[src/rtl/attn_pkg.sv]
// rtl/attn_pkg.sv - shared instruction-word layout and sequencer state encoding
package attn_pkg;

  // fullchip instruction word layout
  localparam int INST_W          = 20;
  localparam int INST_SFP_PMEM_WR = 19;
  localparam int INST_ACC        = 18;
  localparam int INST_DIV        = 17;
  localparam int INST_OFIFO_RD   = 16;
  localparam int QKADD_LSB       = 12;
  localparam int PADD_LSB        = 8;
  localparam int INST_EXECUTE    = 7;
  localparam int INST_LOAD       = 6;
  localparam int INST_QMEM_RD    = 5;
  localparam int INST_QMEM_WR    = 4;
  localparam int INST_KMEM_RD    = 3;
  localparam int INST_KMEM_WR    = 2;
  localparam int INST_PMEM_RD    = 1;
  localparam int INST_PMEM_WR    = 0;

  typedef enum logic [3:0] {
    IDLE,
    KLOAD,
    KTAIL,
    GAP,
    EXEC,
    EDRAIN,
    MOVE,
    NORM,
    DONE
  } state_t;

  // Largest of three values; used to size the shared step counter.
  function automatic int max3(input int a, input int b, input int c);
    int m;
    m = (a > b) ? a : b;
    return (m > c) ? m : c;
  endfunction

endpackage

[src/rtl/attn_seq_ctrl.sv]
// rtl/attn_seq_ctrl.sv - instruction sequencer for the dual-core attention datapath
module attn_seq_ctrl
  import attn_pkg::*;
#(
  parameter int COL   = 8,   // K vectors loaded, 1..15
  parameter int N_Q   = 8,   // Q vectors executed/normalized, 1..16
  parameter int DRAIN = 10   // idle cycles after K load and after execute
) (
  input  logic        i_clk,
  input  logic        i_reset,        // asynchronous, active-low
  input  logic        i_start,
  input  logic        i_host_qmem_wr,
  input  logic        i_host_kmem_wr,
  input  logic [3:0]  i_host_add,
  input  logic        i_ofifo_valid,
  output logic [19:0] o_inst,
  output logic        o_busy,
  output logic        o_done
);

  // One counter serves every stepped phase, so it must hold the longest one.
  localparam int STEP_MAX = max3(COL + 1, DRAIN, N_Q);
  localparam int STEP_W   = $clog2(STEP_MAX + 1);

  localparam logic [STEP_W-1:0] C_ONE        = {{(STEP_W-1){1'b0}}, 1'b1};
  localparam logic [STEP_W-1:0] C_COL        = STEP_W'(COL);
  localparam logic [STEP_W-1:0] C_DRAIN_LAST = STEP_W'(DRAIN - 1);
  localparam logic [STEP_W-1:0] C_NQ_LAST    = STEP_W'(N_Q - 1);
  localparam logic [3:0]        C_ROW_LAST   = 4'(N_Q - 1);

  if (COL < 1 || COL > 15 || N_Q < 1 || N_Q > 16 || DRAIN < 1 || DRAIN > 1023) begin : g_param_check
    $error("attn_seq_ctrl: COL must be 1..15, N_Q 1..16, DRAIN 1..1023");
  end

  state_t              r_state;
  logic [STEP_W-1:0]   r_step;
  logic [3:0]          r_row;
  logic [1:0]          r_sub;
  logic [INST_W-1:0]   r_inst;
  logic                r_busy;
  logic                r_done;

  state_t              w_state_nxt;
  logic [STEP_W-1:0]   w_step_nxt;
  logic [3:0]          w_row_nxt;
  logic [1:0]          w_sub_nxt;
  logic [INST_W-1:0]   w_inst_nxt;
  logic                w_host_wr;
  logic [3:0]          w_step_add;
  logic [3:0]          w_step_add_m1;
  logic                w_move_beat;

  assign w_host_wr = i_host_qmem_wr | i_host_kmem_wr;

  // Next-state and counter update; a host write in IDLE pre-empts start.
  always_comb begin
    w_state_nxt = r_state;
    w_step_nxt  = r_step;
    w_row_nxt   = r_row;
    w_sub_nxt   = r_sub;
    case (r_state)
      IDLE: begin
        if (i_start && !w_host_wr) begin
          w_state_nxt = KLOAD;
          w_step_nxt  = '0;
        end
      end
      KLOAD: begin
        if (r_step == C_COL) begin
          w_state_nxt = KTAIL;
          w_step_nxt  = '0;
        end else begin
          w_step_nxt = r_step + C_ONE;
        end
      end
      KTAIL: begin
        w_state_nxt = GAP;
        w_step_nxt  = '0;
      end
      GAP: begin
        if (r_step == C_DRAIN_LAST) begin
          w_state_nxt = EXEC;
          w_step_nxt  = '0;
        end else begin
          w_step_nxt = r_step + C_ONE;
        end
      end
      EXEC: begin
        if (r_step == C_NQ_LAST) begin
          w_state_nxt = EDRAIN;
          w_step_nxt  = '0;
        end else begin
          w_step_nxt = r_step + C_ONE;
        end
      end
      EDRAIN: begin
        if (r_step == C_DRAIN_LAST) begin
          w_state_nxt = MOVE;
          w_step_nxt  = '0;
        end else begin
          w_step_nxt = r_step + C_ONE;
        end
      end
      MOVE: begin
        // r_step counts accepted beats; an empty ofifo simply holds here.
        if (i_ofifo_valid) begin
          if (r_step == C_NQ_LAST) begin
            w_state_nxt = NORM;
            w_step_nxt  = '0;
            w_row_nxt   = '0;
            w_sub_nxt   = '0;
          end else begin
            w_step_nxt = r_step + C_ONE;
          end
        end
      end
      NORM: begin
        w_sub_nxt = r_sub + 2'd1;
        if (r_sub == 2'd3) begin
          if (r_row == C_ROW_LAST) begin
            w_state_nxt = DONE;
            w_row_nxt   = '0;
          end else begin
            w_row_nxt = r_row + 4'd1;
          end
        end
      end
      DONE: begin
        w_state_nxt = IDLE;
      end
      default: begin
        w_state_nxt = IDLE;
      end
    endcase
  end

  assign w_step_add    = 4'(w_step_nxt);
  assign w_step_add_m1 = (w_step_nxt <= C_ONE) ? 4'd0 : 4'(w_step_nxt - C_ONE);

  // Instruction word for the upcoming cycle, derived from the next state so it can be registered.
  always_comb begin
    w_inst_nxt = '0;
    case (w_state_nxt)
      IDLE: begin
        // Host forwarding only from a settled IDLE; the DONE->IDLE cycle stays quiet.
        if (r_state == IDLE) begin
          w_inst_nxt[INST_QMEM_WR]        = i_host_qmem_wr;
          w_inst_nxt[INST_KMEM_WR]        = i_host_kmem_wr;
          w_inst_nxt[QKADD_LSB +: 4]      = i_host_add;
        end
      end
      KLOAD: begin
        w_inst_nxt[INST_LOAD]           = 1'b1;
        w_inst_nxt[INST_KMEM_RD]        = (w_step_nxt != '0);
        w_inst_nxt[QKADD_LSB +: 4]      = w_step_add_m1;
      end
      KTAIL: begin
        w_inst_nxt[INST_LOAD]           = 1'b1;
      end
      EXEC: begin
        w_inst_nxt[INST_EXECUTE]        = 1'b1;
        w_inst_nxt[INST_QMEM_RD]        = 1'b1;
        w_inst_nxt[QKADD_LSB +: 4]      = w_step_add;
      end
      MOVE: begin
        w_inst_nxt[PADD_LSB +: 4]       = w_step_add;
      end
      NORM: begin
        w_inst_nxt[PADD_LSB +: 4]       = w_row_nxt;
        case (w_sub_nxt)
          2'd0: begin
            w_inst_nxt[INST_PMEM_RD]    = 1'b1;
            w_inst_nxt[INST_ACC]        = 1'b1;
          end
          2'd2: begin
            w_inst_nxt[INST_DIV]        = 1'b1;
          end
          2'd3: begin
            w_inst_nxt[INST_SFP_PMEM_WR] = 1'b1;
            w_inst_nxt[INST_PMEM_WR]    = 1'b1;
          end
          default: begin
            w_inst_nxt = w_inst_nxt;
          end
        endcase
      end
      default: begin
        w_inst_nxt = '0;
      end
    endcase
  end

  // Sequencer state, counters and registered outputs.
  always_ff @(posedge i_clk or negedge i_reset) begin
    if (!i_reset) begin
      r_state <= IDLE;
      r_step  <= '0;
      r_row   <= '0;
      r_sub   <= '0;
      r_inst  <= '0;
      r_busy  <= 1'b0;
      r_done  <= 1'b0;
    end else begin
      r_state <= w_state_nxt;
      r_step  <= w_step_nxt;
      r_row   <= w_row_nxt;
      r_sub   <= w_sub_nxt;
      r_inst  <= w_inst_nxt;
      r_busy  <= (w_state_nxt != IDLE);
      r_done  <= (w_state_nxt == DONE);
    end
  end

  // The ofifo pop and pmem write follow ofifo_valid in the same cycle so no beat is lost.
  assign w_move_beat = (r_state == MOVE) && i_ofifo_valid;

  assign o_inst = r_inst | {3'b000, w_move_beat, 15'd0, w_move_beat};
  assign o_busy = r_busy;
  assign o_done = r_done;

endmodule

[config.mk]
export PLATFORM = sky130hd
export DESIGN_NAME = attn_seq_ctrl
export DESIGN_NICKNAME = d
export VERILOG_FILES = /design/src/rtl/attn_pkg.sv /design/src/rtl/attn_seq_ctrl.sv
export SDC_FILE = /design/constraint.sdc
export NUM_CORES = 1
export LEC_CHECK = 0
export ABC_AREA = 1
export CAP_MARGIN = 20
export CORE_MARGIN = 2
export CORE_UTILIZATION = 45
export DETAILED_ROUTE_END_ITERATION = 6
export GPL_TIMING_DRIVEN = 0
export PLACE_DENSITY = 0.73
export SYNTH_ARGS = -nofsm -noshare
export SYNTH_HDL_FRONTEND = slang
export SYNTH_SLANG_ARGS = --single-unit
[constraint.sdc]
create_clock -name i_clk -period 2.3 [get_ports i_clk]
set_input_delay 0.575 -clock i_clk [delete_from_list [all_inputs] [get_ports i_clk]]
set_output_delay 0.575 -clock i_clk [all_outputs]
set_load 0.01 [all_outputs]
* Yosys cells after proc, flatten, opt, wreduce, memory -nomap -nowiden
Index checks and enable logic that the tools add are counted.
Storage, ports and cells: bits of input ports 10, word-level logic and storage cells 84, flip-flop bits (word level) 36
Operators by class: order comparisons 1, reduce and logical (&&, ||, !) cells 10, add/subtract/negate cells 4, mux-type cells 40, eq/ne operators 20, bitwise gates (word level) 2
Operator list (number):
- $mux W4 | 21
- $eq A4 B3 Y1 const B | 9
- $pmux W4 S8 | 1
- $pmux W4 S6 | 1
- $or A20 B17 Y20 | 1
- $pmux W4 S2 | 2
- $eq A4 B2 Y1 const B | 3
- $eq A4 B4 Y1 const B | 3
- $pmux W4 S3 | 1
- $mux W1 | 10
- $add A4 B1 Y4 const B | 2
- $eq A4 B1 Y1 const B | 2
- $logic_not A4 Y1 | 2
- $reduce_bool A4 Y1 | 2
- $eq A2 B2 Y1 const B | 3
- $mux W2 | 3
- $le A4 B1 Y1 const B | 1
- $pmux W2 S2 | 1
- $reduce_or A2 Y1 | 2
- $sub A4 B1 Y4 const B | 1
- $add A2 B1 Y2 const B | 1
- $logic_and A1 B1 Y1 | 2
- $logic_not A2 Y1 | 1
- $logic_not A1 Y1 | 1
- $or A1 B1 Y1 | 1

* Logic depth before layout (Yosys ltp)
word-level depth 8, depth in mapped cells 16, depth with buffers taken out 16

* Least setup slack after synthesis
No wires, ideal clock.
path type flip-flop to flip-flop, from register r_step[0], to register r_inst[12], setup slack 160 ps, required time 2235 ps, cell stages (with the launch flop) 17, library setup time 65 ps, arrival 2075 ps, path through dfrtp_1 > ha_1 > nand2_1 > inv_1 > nand2_1 > nand3_1 > nand4_1 > nand2_1 > o21a_1 > inv_1 > ha_1 > or2_2 > nand3_2 > nand2_1 > inv_2 > nand2_1 > nand2_1
On the way: cells in the longest elaborated chain, start to end 7
Ends and longest elaborated chain:
- from (decl) | line attn_seq_ctrl.sv:36 | logic [STEP_W-1:0] r_step;
- from (signal assigned) | line attn_seq_ctrl.sv:205 | r_step <= w_step_nxt;
- $add A4 B1 Y4 / $eq A4 B3 Y1 (equally long branches)
- $mux W4 | line attn_seq_ctrl.sv:89, attn_seq_ctrl.sv:107
- $mux W4 | line attn_seq_ctrl.sv:106 | if (i_ofifo_valid) begin
- $pmux W4 S6 * | line attn_seq_ctrl.sv:61 | case (r_state)
- via w_step_add[0] | line attn_seq_ctrl.sv:49 | logic [3:0] w_step_add;
- $sub A4 B1 Y4 / $le A4 B1 Y1 (equally long branches) | line attn_seq_ctrl.sv:138 | assign w_step_add_m1 = (w_step_nxt <= C_ONE) ? 4'd0 : 4'(w_step_nxt - C_ONE);
- $mux W4 | line attn_seq_ctrl.sv:138
- $pmux W4 S3 * | line attn_seq_ctrl.sv:143 | case (w_state_nxt)
- via w_inst_nxt[12] | line attn_seq_ctrl.sv:47 | logic [INST_W-1:0] w_inst_nxt;
- to (signal assigned) | line attn_seq_ctrl.sv:208 | r_inst <= w_inst_nxt;
- to (decl) | line attn_seq_ctrl.sv:39 | logic [INST_W-1:0] r_inst;
The timed path passes the listed nets; every way through them passes the cells marked *.

* Worst setup path after layout
from register r_state[1], to output o_inst[0]
On the way: cells in the longest elaborated chain, start to end 3
Ends and longest elaborated chain:
- from (decl) | line attn_seq_ctrl.sv:35 | state_t r_state;
- from (signal assigned) | line attn_seq_ctrl.sv:204 | r_state <= w_state_nxt;
- $eq A4 B3 Y1 | line attn_seq_ctrl.sv:215 | assign w_move_beat = (r_state == MOVE) && i_ofifo_valid;
- $logic_and A1 B1 Y1 | line attn_seq_ctrl.sv:215
- via w_move_beat | line attn_seq_ctrl.sv:51 | logic w_move_beat;
- $or A20 B17 Y20 | line attn_seq_ctrl.sv:217 | assign o_inst = r_inst | {3'b000, w_move_beat, 15'd0, w_move_beat};
- to (decl) | line attn_seq_ctrl.sv:16 | output logic [19:0] o_inst,
The timed path passes the listed nets, and every way through them passes these cells.

==> results.json <==
{
  "synth_most_common_cell": "nand2_1",
  "critical_path.slowest_cell": "dfrtp_2",
  "slew_viol_final": 0,
  "grt_remaining_overflow": 0,
  "portBuffers": 31,
  "met1_usage": 0.252,
  "crit_type": "register to output port",
  "cp-end-kind": "output port",
  "ys.flop_type": "dfrtp_1",
  "maxCapViolations": 0,
  "grt_pass1_wl_um": 7410,
  "clk_pin_slew_ns": 0.07,
  "period_needed_ns": 2.21,
  "synth_top_family_by_area": "simple AND/OR/NAND/NOR gates",
  "routedWlPerCell_um": 13.0,
  "via_per_inst": 4.92,
  "clockRootBuffer": "clkbuf_8",
  "syn-num-nets": 267,
  "ys_ff_latch": 32,
  "synth_top_area_cell": "dfrtp_1",
  "initial_core_util": 0.471,
  "ys_warn_count": 0,
  "power_mw": 3.63,
  "hold_class": "input pin to asynchronous set/reset pin",
  "io_pins": 32,
  "dieHeight_um": 68.7,
  "die_area_um2": 4720,
  "cts_tree": "yes",
  "yosys.area_share.simple": 0.325,
  "core_area_um2": 4000,
  "ant_nets": 0,
  "gp_congestion": 0.910,
  "muxShareOfSynthArea": 0,
  "cp.required_ns": 1.73,
  "syn_inst": 250,
  "grt_pass1_vias": 1701,
  "numCtsBuffers": 5,
  "synthAdderAreaFrac": 0.0465,
  "synthArstFlopShare": 1.00,
  "synth_top_cell_area_share": 0.425,
  "critPathMaxFanout": 5,
  "grt_max_degree": 33,
  "synth.distinct_cells": 27,
  "hold_viol_final": 0,
  "drive_above_1_share": 0.269,
  "synthXorXnorAreaFrac": 0.0140,
  "fin_nets": 325,
  "synth_edf_count": 0,
  "p_leak_nw": 1.40,
  "max-slew-margin-rel": 0.516,
  "hold_buffers": 0,
  "max_freq_mhz": 453,
  "path_cells": "inv_2 -> nor2_2 -> nand2_2 -> inv_1 -> nand2_1 -> inv_1 -> or2_2 -> dlygate4sd2_1",
  "vias": 1767,
  "status": "complete, no violations",
  "tns_ns": 0,
  "pre_cts_slack_ns": -0.561,
  "clockBufferDepth": 2,
  "num_antenna_cells": 0,
  "syn_area_per_cell_um2": 7.53,
  "htree_levels": 2,
  "dr.pass1.iters": 4,
  "start_kind": "register",
  "vdd.ir_drop.worst_mv": 1.19,
  "drc": 0,
  "crit_arrival_ns": 1.63,
  "grt_use_total": 0.216,
  "crit_top_cell": "inv_1",
  "placementRows": 23,
  "fill_cells": 367,
  "met3_usage": 0.0536,
  "worstMarginPinSlew_ns": 0.726,
  "synth_common_cells": "nand2_1, inv_1, dfrtp_1",
  "drtIter0Drc": 95,
  "synth.yosys.seq_area_share": 0.425,
  "setup_violations": 0,
  "final_cell_area_um2": 2640,
  "fin_skew_ns": 0.00522,
  "placed_area_um2": 2250,
  "cts_sinks": 32,
  "critPathMaxStageDelay_ns": 0.42,
  "post-route-period-util": 0.959,
  "use_met2": 0.381,
  "p_per_area_nw_per_um2": 1380,
  "setup_ws_ns": 0.0943,
  "clk-insertion-delay-late_ns": 0.29,
  "busiest_layer": "met2",
  "synth_compound_area_frac": 0.0757,
  "syn_to_final_growth_pct": 39.9,
  "place_hpwl_um": 3260,
  "wirelength_um": 4660,
  "syn_area_um2": 1880,
  "die_width_um": 68.7,
  "antenna_found_initial": 0,
  "ys_top_cells_by_area": "dfrtp_1, nand2_1, inv_1, nand3_1, nor2_1"
}
## worst max-delay path, delay by kind of cell, from the launching register on
family | cells | cell delay (ns)
simple gates | 4 | 0.45
buf+inv | 4 | 0.46
flops | 1 | 0.42
## path summary, 6_finish.rpt
kind                       slack [ns]        from  cells after the start         end
setup / recovery                 0.09  r_state[1]                      8   o_inst[0]
hold / removal                   0.34     i_reset                      1    r_row[3]
setup reg to reg                 0.12  r_state[2]                     15  r_inst[14]
hold reg to reg                  0.55    r_sub[1]                      2    r_sub[1]
max in group asynchronous        1.45     i_reset                      1  r_state[1]
min in group i_clk               0.55    r_sub[1]                      2    r_sub[1]
## power by group
group | internal, mW | leakage (nW) | switching [mW] | total (mW)
combinational | 0.947 | 0.926 | 1.22 | 2.17
sequential | 0.754 | 0.412 | 0.118 | 0.873
clock | 0.382 | 0.0645 | 0.210 | 0.592
## cell type report
type,instances,area (um2),share of cell area
plain buffers,3,22.5,0.00855
clock buffers,7,96.3,0.0366
clock inverters,1,30.0,0.0114
inverters,51,191,0.0726
multi-input cells,164,968,0.368
flip-flops and latches,32,805,0.305
well taps,50,62.6,0.0237
repair buffers,51,459,0.174
## through the flow
| stage | utilization | hold WS [ns] | std cells |
|---|---|---|---|
| 2_1_floorplan | - | 0.279 | 250 |
| 4_1_cts | 0.629 | 0.366 | 352 |
| 6_report | 0.659 | 0.337 | 359 |
| 3_5_place_dp | 0.563 | 0.539 | 331 |
| 3_3_place_gp | 0.564 | 0.532 | 331 |
| 5_1_grt | 0.659 | 0.401 | 359 |
## cells by family (layout without fill, tap and decap cells)
| group | Yosys count | in the layout |
|---|---|---|
| AND/OR/NAND/NOR | 129 | 129 |
| buffers and inverters | 54 | 113 |
| flip-flops | 32 | 32 |
| AO/OA/AOI/OAI | 25 | 25 |
| adder cells (fa/ha/maj) | 7 | 7 |
| XOR/XNOR | 3 | 3 |
## repair_timing
action,4_1_cts,5_1_grt
resized for setup,17,21
endpoints found under the setup margin,6,5
pin swaps,5,9
cloned,0,0
setup buffers,13,7
## layer usage
layer,vias up,part of all wire
li1,893,-
met1,816,0.43
met2,47,0.50
met3,11,0.048
met4,0,0.021
met5,-,0
## layout by cell type, fill, tap and decap left out, drive strengths merged
cell            n
nand2          59
inv            51
dfrtp          32
nor2           30
clkdlybuf4s50  24
buf            24
nand3          23
o21ai          17
nand4           8
clkbuf          7
ha              7
nor3            4
nand3b          3
a21oi           3
dlymetal6s2s    3
dlygate4sd2     3
o211ai          2
xor2            2
or2             2
o21a            1
a22oi           1
o21bai          1
xnor2           1
bufinv          1
## registers in the layout, indices dropped and copies added, names as in the netlist
| name | cells |
|---|---|
| o_busy | 1 |
| o_done | 1 |
| r_row | 4 |
| r_sub | 2 |
| r_step | 4 |
| r_state | 4 |
| r_inst | 16 |
(Power assumes the default switching activity.)
